### config.mk
export PLATFORM = sky130hd
export DESIGN_NAME = seg_scan_ctrl
export DESIGN_NICKNAME = d
export VERILOG_FILES = /design/src/rtl/seg_scan_ctrl.sv
export SDC_FILE = /design/constraint.sdc
export NUM_CORES = 1
export LEC_CHECK = 0
export BUFFER_PORTS_ARGS = -buffer_cell sky130_fd_sc_hd__buf_2
export CAP_MARGIN = 20
export CORE_ASPECT_RATIO = 2
export CORE_MARGIN = 2
export CORE_UTILIZATION = 45
export CTS_CLUSTER_SIZE = 10
export DETAILED_ROUTE_END_ITERATION = 10
export PLACE_DENSITY_LB_ADDON = 0.08
export RECOVER_POWER = 100
export SYNTH_ARGS = -nofsm -noshare
export SYNTH_HDL_FRONTEND = slang
export SYNTH_SLANG_ARGS = --single-unit
### constraint.sdc
create_clock -name clk -period 3.4 [get_ports clk]
set_input_delay 0.68 -clock clk [delete_from_list [all_inputs] [get_ports clk]]
set_output_delay 0.68 -clock clk [all_outputs]
set_load 0.01 [all_outputs]
### src/rtl/seg_scan_ctrl.sv
// seg_scan_ctrl: 4-digit 7-segment scan with frame snapshot, per-slot blanking, zero suppression and digit mask.
module seg_scan_ctrl #(
  parameter int SCAN_DIV         = 50000,
  parameter int BLANK_CYCLES     = 500,
  parameter int ANODE_ACTIVE_LOW = 1
) (
  input  logic       clk,
  input  logic       rst,
  input  logic       en,
  input  logic [3:0] bcd0,
  input  logic [3:0] bcd1,
  input  logic [3:0] bcd2,
  input  logic [3:0] bcd3,
  input  logic       lz_en,
  input  logic [3:0] digit_mask,
  output logic [1:0] sel,
  output logic [3:0] cur_bcd,
  output logic [3:0] an,
  output logic       blank,
  output logic       frame_tick
);
  localparam int TW = $clog2(SCAN_DIV);
  localparam logic [3:0] AN_OFF = (ANODE_ACTIVE_LOW != 0) ? 4'hF : 4'h0;
  typedef enum logic [1:0] {S_IDLE, S_BLANK, S_ON} state_t;
  state_t r_state, w_nstate;
  logic [TW-1:0] r_timer, w_ntimer;
  logic [15:0] r_snap, w_nsnap;
  logic [1:0] w_nsel;
  logic [3:0] w_sup;
  logic w_last, w_tick, w_active, w_z3, w_z2, w_z1;
  assign w_last = r_timer == TW'(SCAN_DIV - 1);
  always_comb begin
    w_nsel = sel;
    w_ntimer = r_timer;
    w_nsnap = r_snap;
    w_tick = 1'b0;
    if (!en) begin
      w_nsel = 2'd0;
      w_ntimer = '0;
    end else if (r_state == S_IDLE || (w_last && sel == 2'd3)) begin
      w_nsel = 2'd0;
      w_ntimer = '0;
      w_nsnap = {bcd3, bcd2, bcd1, bcd0};
      w_tick = 1'b1;
    end else if (w_last) begin
      w_nsel = sel + 2'd1;
      w_ntimer = '0;
    end else begin
      w_ntimer = r_timer + 1'b1;
    end
    w_nstate = !en ? S_IDLE : (w_ntimer < TW'(BLANK_CYCLES) ? S_BLANK : S_ON);
  end
  // Suppression and anode decisions use the post-edge snapshot/sel so outputs stay registered.
  assign w_z3 = w_nsnap[15:12] == 4'd0;
  assign w_z2 = w_z3 && w_nsnap[11:8] == 4'd0;
  assign w_z1 = w_z2 && w_nsnap[7:4] == 4'd0;
  assign w_sup = lz_en ? {w_z3, w_z2, w_z1, 1'b0} : 4'b0000;
  assign w_active = w_nstate == S_ON && digit_mask[w_nsel] && !w_sup[w_nsel];
  always_ff @(posedge clk) begin
    if (rst) begin
      r_state <= S_IDLE;
      r_timer <= '0;
      r_snap <= '0;
      sel <= 2'd0;
      cur_bcd <= 4'd0;
      an <= AN_OFF;
      blank <= 1'b1;
      frame_tick <= 1'b0;
    end else begin
      r_state <= w_nstate;
      r_timer <= w_ntimer;
      r_snap <= w_nsnap;
      sel <= w_nsel;
      cur_bcd <= (w_nstate == S_IDLE) ? 4'd0 : w_nsnap[{w_nsel, 2'b00} +: 4];
      an <= AN_OFF ^ (w_active ? (4'b0001 << w_nsel) : 4'b0000);
      blank <= !w_active;
      frame_tick <= w_tick;
    end
  end
endmodule

==> impl_results.md, run 1 <==
- Gp weighted congestion: 0.8675
- RSZ-0062 raised after global routing: no
- Met2 Usage GRT: 38.90%
- Global-route wire length before repair: 8.749 mm
- Startpoint types: flop
- Mapped Nets: 282
- Most frequent cells in the layout: dfxtp_1, nor2_1, buf_2
- CTS clk-pin slew, worst paths: 0.09 ns
- Share of cells above drive strength 1: 13.10%
- Achievable Freq: 345.1 MHz
- IO Pins: 36
- Crit path capture type: flop
- WP buf/inv: 0
- H-tree Lvls: 2
- Clock Skews: 0.007084 ns
- Grt met3 use: 3.571%
- Max cap viols: 0
- Final period util: 85.24%
- Vias in the first global route: 1917
- Sequential share of the synthesized area: 40.20%
- Post-synth EDFFs: 0
- Initial DRT Pass Iterations: 4
- Ys async rst share: 0%
- TritonCTS clock tree: done
- Multi-input gate area: 0.001274 mm2
- Root Buffer: clkbuf_8
- Post-synth cell types: 51
- Detailed Place HPWL: 4.271 mm
- Total GRT Usage: 21.07%
- Design Power: 1.045 mW
- Grt met1 use: 19.48%
- # port buffers: 35
- Synth Area per Inst: 8.949 um2
- Die area: 0.005712 mm2
- Pleak: 0.9597 nW
- Register area: 920.9 um2
- Critical Path AT: 3.10 ns
- Area grow syn2layout: 12.02%
- Total Wirelength: 5.447 mm
- Finished Core Util: 52.27%
- Slew headroom: 42.34%
- Hold_ws: 0.4951 ns
- Worst-margin pin slew: 0.8649 ns
- CTS sink count: 46
- Worst path slowest cell: or4b_1
- Final setup vio count: 0
- Worst-Skew Late Latency: 0.30 ns
- Status: completed
- Synthesized netlist cell count: 256
- # DRC: 0
- HP Class: reg -> reg
- # nets final: 315
- Flops & latches, synth: 46
- Commonest non-fill, non-tap cell in the layout: dfxtp_1
- 1st-iter DRT viols: 40
- Grt total ovfl: 0
- CTS resizes: 0
- Via density: 5.697
- Top Family by Delay on Critical Path: simple AND/OR/NAND/NOR gates
- Die Height: 104.9 um
- Final Hold Viols: 0
- Power per cell area: 407.3 mW/mm2
- # rows: 36
- Chip width: 54.45 um
- Total core area: 0.004910 mm2
- Global routing's busiest layer: met2
- Post-CTS Hold Buffers: 0
- Fin crit period: 2.898 ns
- Synth Cell Area: 0.002291 mm2
- Worst EP required: 3.60 ns
- Max Slew Vio Count: 0
- Yosys warns: 0
- Prevailing post-synth register cell: dfxtp_1
- Filler cell count: 518
- Worst-path fanout max: 18
- Clock buffer depth: 2
- Largest net degree at the start of global routing: 20
- Post-DRT Antenna Nets: 0
- Starting Density: 46.66%
- Maximum vdd drop: 0.2488 mV
- Post-DR wirelength/cell: 15.70 um
- Crit path kind: reg -> reg
- Detailed-route via count: 1977
- Inserted Clock Buffers: 5
- Slowest Stage Delay on Critical Path: 0.57 ns
- Final setup TNS: 0 ns
- Number of antenna diodes: 0
- Antenna violations before repair: 0
- Post-CTS setup buffers: 0
- Crit path cell chain: or4b_1 > or4_1 > a21bo_1 > mux2i_1 > nor3_1 > o31a_1
==> where the power goes <==
part	total (mW)	switching [mW]	leakage [nW]	internal [mW]
logic	0.0769	0.0415	0.534	0.0354
registers	0.561	0.00791	0.374	0.553
clock network	0.408	0.188	0.0514	0.219
==> final cells by class <==
type	instances	share of cell area, %
multi-input combinational	194	49.63
sequential	46	35.88
timing repair buffer	39	6.972
clock buffer	6	2.828
tap	57	2.779
clock inverter	2	1.463
inverter	3	0.4388
==> worst min-delay path: stages (launching register included) <==
cell and delay [ns]:
dfxtp_1 0.32, mux2i_1 0.07, nor2_1 0.08
==> registers in the layout (all words and copies together) (netlist names) <==
name and count:
an 4, blank 1, cur_bcd 4, frame_tick 1, r_snap 16, r_state 2
r_timer 16, sel 2
==> per-layer routing <==
metal / vias up / share of wire [%]
met3: 23 / 3.7
met5: - / 0
li1: 989 / -
met4: 0 / 5.4
met2: 48 / 55
met1: 917 / 36
==> through the flow <==
step / worst slack [ns] / area, um2 / instances
after floorplan: 0.9601 / 2291 / 256
after global placement: 0.6654 / 2496 / 339
after detailed placement: 0.5868 / 2496 / 339
after CTS: 0.5848 / 2606 / 347
after global routing: 0.3136 / 2566 / 347
final: 0.5019 / 2566 / 347
==> worst paths after layout <==
path	cells past startpoint	slack, ns	start	to
worst max-delay path	6	0.50	r_timer[4]	cur_bcd[2]
worst min-delay path	2	0.50	r_snap[0]	r_snap[0]
worst max register to register	6	0.50	r_timer[4]	cur_bcd[2]
worst min register to register	2	0.50	r_snap[0]	r_snap[0]
==> synthesized netlist by cell type (all sizes together) (2+ instances only) <==
library cell / n / share of area, %
a2bb2oi: 4 / 1.5
ha: 2 / 1.1
inv: 3 / 0.49
xnor2: 12 / 4.6
nand3: 14 / 3.1
or3: 2 / 0.55
dfxtp: 46 / 40
nor2b: 6 / 1.6
nand4b: 3 / 1.1
buf: 6 / 2.0
or2: 4 / 1.1
clkbuf: 7 / 1.1
xor2: 5 / 1.9
nor2: 45 / 7.4
o211ai: 2 / 0.66
or4: 3 / 1.1
and3: 2 / 0.55
nand4bb: 2 / 0.98
a21oi: 7 / 1.5
nor4: 6 / 2.3
a31oi: 2 / 0.55
nand4: 5 / 1.4
nand2b: 2 / 0.55
o22ai: 2 / 0.55
and4: 2 / 0.76
a211oi: 2 / 0.66
nand2: 13 / 2.1
mux2i: 21 / 9.2
nor3: 7 / 1.5
==> cells by family (layout without fill, tap and decap cells) <==
kind of cell	Yosys count	count (layout)	synth area share [%]
and+or+nand+nor	118	118	27.14
xor gates and xnor gates	17	17	6.499
buffers and inverters	16	50	3.605
adders and majority gates	2	2	1.092
muxes	22	22	9.667
AOI/OAI and AO/OA	35	35	11.80
DFF	46	46	40.20
(Power assumes the default switching activity.)
==> run 2: changes to the inputs <==
==> constraint.sdc (replaced) <==
create_clock -name clk -period 3.52 [get_ports clk]
set_input_delay 0.704 -clock clk [delete_from_list [all_inputs] [get_ports clk]]
set_output_delay 0.704 -clock clk [all_outputs]
set_load 0.01 [all_outputs]
==> run 2 against run 1 <==
  * First-iteration DRC count grew 20%
  * Flip-flop and latch count is the same
  * Maximum frequency is 0.42% higher
  * Cell area decreased by 1.4%
  * Cell count fell by 0.29%
  * Via count fell by 0.30%
==> impl_results.md, run 2 (synthesized netlist as in run 1, its figures left out) <==
- Status: completed (unchanged)
- Worst-path fanout max: 18 (unchanged)
- Largest net degree at the start of global routing: 20 (unchanged)
- Vias in the first global route: 1992 (was 1917)
- Fin crit period: 2.886 ns (was 2.898 ns)
- Final setup TNS: 0 ns (unchanged)
- Root Buffer: clkbuf_8 (unchanged)
- Final setup vio count: 0 (unchanged)
- Worst EP required: 3.72 ns (was 3.60 ns)
- Detailed Place HPWL: 4.399 mm (was 4.271 mm)
- Total GRT Usage: 21.28% (was 21.07%)
- Worst slack, placed: 0.6709 ns (was 0.5868 ns)
- Gp weighted congestion: 0.8884 (was 0.8675)
- Post-CTS setup buffers: 0 (unchanged)
- 1st-iter DRT viols: 48 (was 40)
- Largest registers: r_snap: 16 flops, r_timer: 16 flops (unchanged)
- Placed insts: 338 (was 339)
- Number of antenna diodes: 0 (unchanged)
- Clock Skews: 0.009334 ns (was 0.007084 ns)
- Initial DRT Pass Iterations: 5 (was 4)
- Final setup margin: 0.6342 ns (was 0.5019 ns)
- Chip width: 54.45 um (unchanged)
- # port buffers: 35 (unchanged)
- Total Wirelength: 5.526 mm (was 5.447 mm)
- Final Hold Viols: 0 (unchanged)
- CTS resizes: 0 (unchanged)
- Worst-Skew Late Latency: 0.30 ns (about the same)
- # DRC: 0 (unchanged)
- HP Class: reg -> reg (unchanged)
- H-tree Lvls: 2 (unchanged)
- Post-CTS Hold Buffers: 0 (unchanged)
- Crit path kind: reg -> reg (unchanged)
- Total core area: 0.004910 mm2 (unchanged)
- Worst path slowest cell: or4_1 (was or4b_1)
- CTS clk-pin slew, worst paths: 0.09 ns (about the same)
- # rows: 36 (unchanged)
- Grt total ovfl: 0 (unchanged)
- Maximum vdd drop: 0.2803 mV (was 0.2488 mV)
- Die Height: 104.9 um (unchanged)
- Hold_ws: 0.5047 ns (was 0.4951 ns)
- Pleak: 0.9380 nW (was 0.9597 nW)
- Worst-margin pin slew: 0.8680 ns (was 0.8649 ns)
- IO Pins: 36 (unchanged)
- Finished Core Util: 51.55% (was 52.27%)
- Finished Layout Cells: 346 (was 347)
- Cell Area, Placed: 0.002489 mm2 (was 0.002496 mm2)
- Design Power: 0.9366 mW (was 1.045 mW)
- Starting Density: 46.66% (unchanged)
- Clock buffer depth: 2 (unchanged)
- Post-DRT Antenna Nets: 0 (unchanged)
- Most frequent cells in the layout: dfxtp_1, nor2_1, buf_2 (unchanged)
- Max cap viols: 0 (unchanged)
- Final period util: 81.98% (was 85.24%)
- # nets final: 314 (was 315)
- Commonest non-fill, non-tap cell in the layout: dfxtp_1 (unchanged)
- Share of cells above drive strength 1: 13.15% (was 13.10%)
- TritonCTS clock tree: done (unchanged)
- Post-DR wirelength/cell: 15.97 um (was 15.70 um)
- Area grow syn2layout: 10.49% (was 12.02%)
- Inserted Clock Buffers: 5 (unchanged)
- Global-route wire length before repair: 8.976 mm (was 8.749 mm)
- Final Instance Area: 0.002531 mm2 (was 0.002566 mm2)
- Crit path cell chain: or4b_1 > or4_1 > a21bo_1 > mux2i_1 > o22ai_1 > o31a_1 (was or4b_1 > or4_1 > a21bo_1 > mux2i_1 > nor3_1 > o31a_1)
- Achievable Freq: 346.5 MHz (was 345.1 MHz)
- CTS sink count: 46 (unchanged)
- Power per cell area: 370.0 mW/mm2 (was 407.3 mW/mm2)
- RSZ-0062 raised after global routing: no (unchanged)
- Max Slew Vio Count: 0 (unchanged)
- Slew headroom: 42.13% (was 42.34%)
- Detailed-route via count: 1971 (was 1977)
- Antenna violations before repair: 0 (unchanged)
- Die area: 0.005712 mm2 (unchanged)
- Crit path capture type: flop (unchanged)
- Startpoint types: flop (unchanged)
- Critical Path AT: 3.09 ns (was 3.10 ns)
- Slowest Stage Delay on Critical Path: 0.56 ns (was 0.57 ns)
- Via density: 5.697 (about the same)
==> run 2: cell count changes in the layout (fill, tap and decap cells not counted), sizes merged <==
cell    change
buf         +1
bufinv      -1
clkbuf      -3
clkinv      +2
==> run 2: metal layers <==
| metal | vias to the layer above | global-route usage [%] | wire (um) |
|---|---|---|---|
| li1 | 986 | - | - |
| met1 | 901 | 19.44 | 1914 |
| met2 | 61 | 40.02 | 3116 |
| met3 | 23 | 3.429 | 216 |
| met4 | 0 | 11.79 | 278 |
| met5 | - | 0 | 0 |
==> run 2: area by class of cell <==
| type | instances | area (um2) |
|---|---|---|
| Fill cell | 517 | 2379 |
| Multi-Input combinational cell | 194 | 1259 |
| Sequential cell | 46 | 920.9 |
| Timing Repair Buffer | 38 | 178.9 |
| Tap cell | 57 | 71.32 |
| Clock buffer | 5 | 68.82 |
| Clock inverter | 3 | 21.27 |
| Inverter | 3 | 11.26 |
==> run 2: power by group <==
| part | internal (mW) | total [mW] | leakage [nW] | switching (mW) |
|---|---|---|---|---|
| logic | 0.0342 | 0.0761 | 0.519 | 0.0419 |
| clock network | 0.140 | 0.318 | 0.0441 | 0.179 |
| registers | 0.534 | 0.542 | 0.374 | 0.00817 |
| total | 0.708 | 0.937 | 0.938 | 0.229 |
==> run 2: path summary, 6_finish.rpt <==
| path | start | to | slack (ns) | cells after the start |
|---|---|---|---|---|
| setup / recovery | r_timer[4] | cur_bcd[2] | 0.63 | 6 |
| hold / removal | r_timer[0] | r_timer[0] | 0.50 | 1 |
| setup reg to reg | r_timer[4] | cur_bcd[2] | 0.63 | 6 |
| hold reg to reg | r_timer[0] | r_timer[0] | 0.50 | 1 |
==> run 2: worst max-delay path: cells and delay by family (launching register included) <==
family,cells,cell delay [ns]
AO/OA/AOI/OAI,3,0.90
flip-flops,1,0.41
AND/OR/NAND/NOR,2,1.08
multiplexers,1,0.39
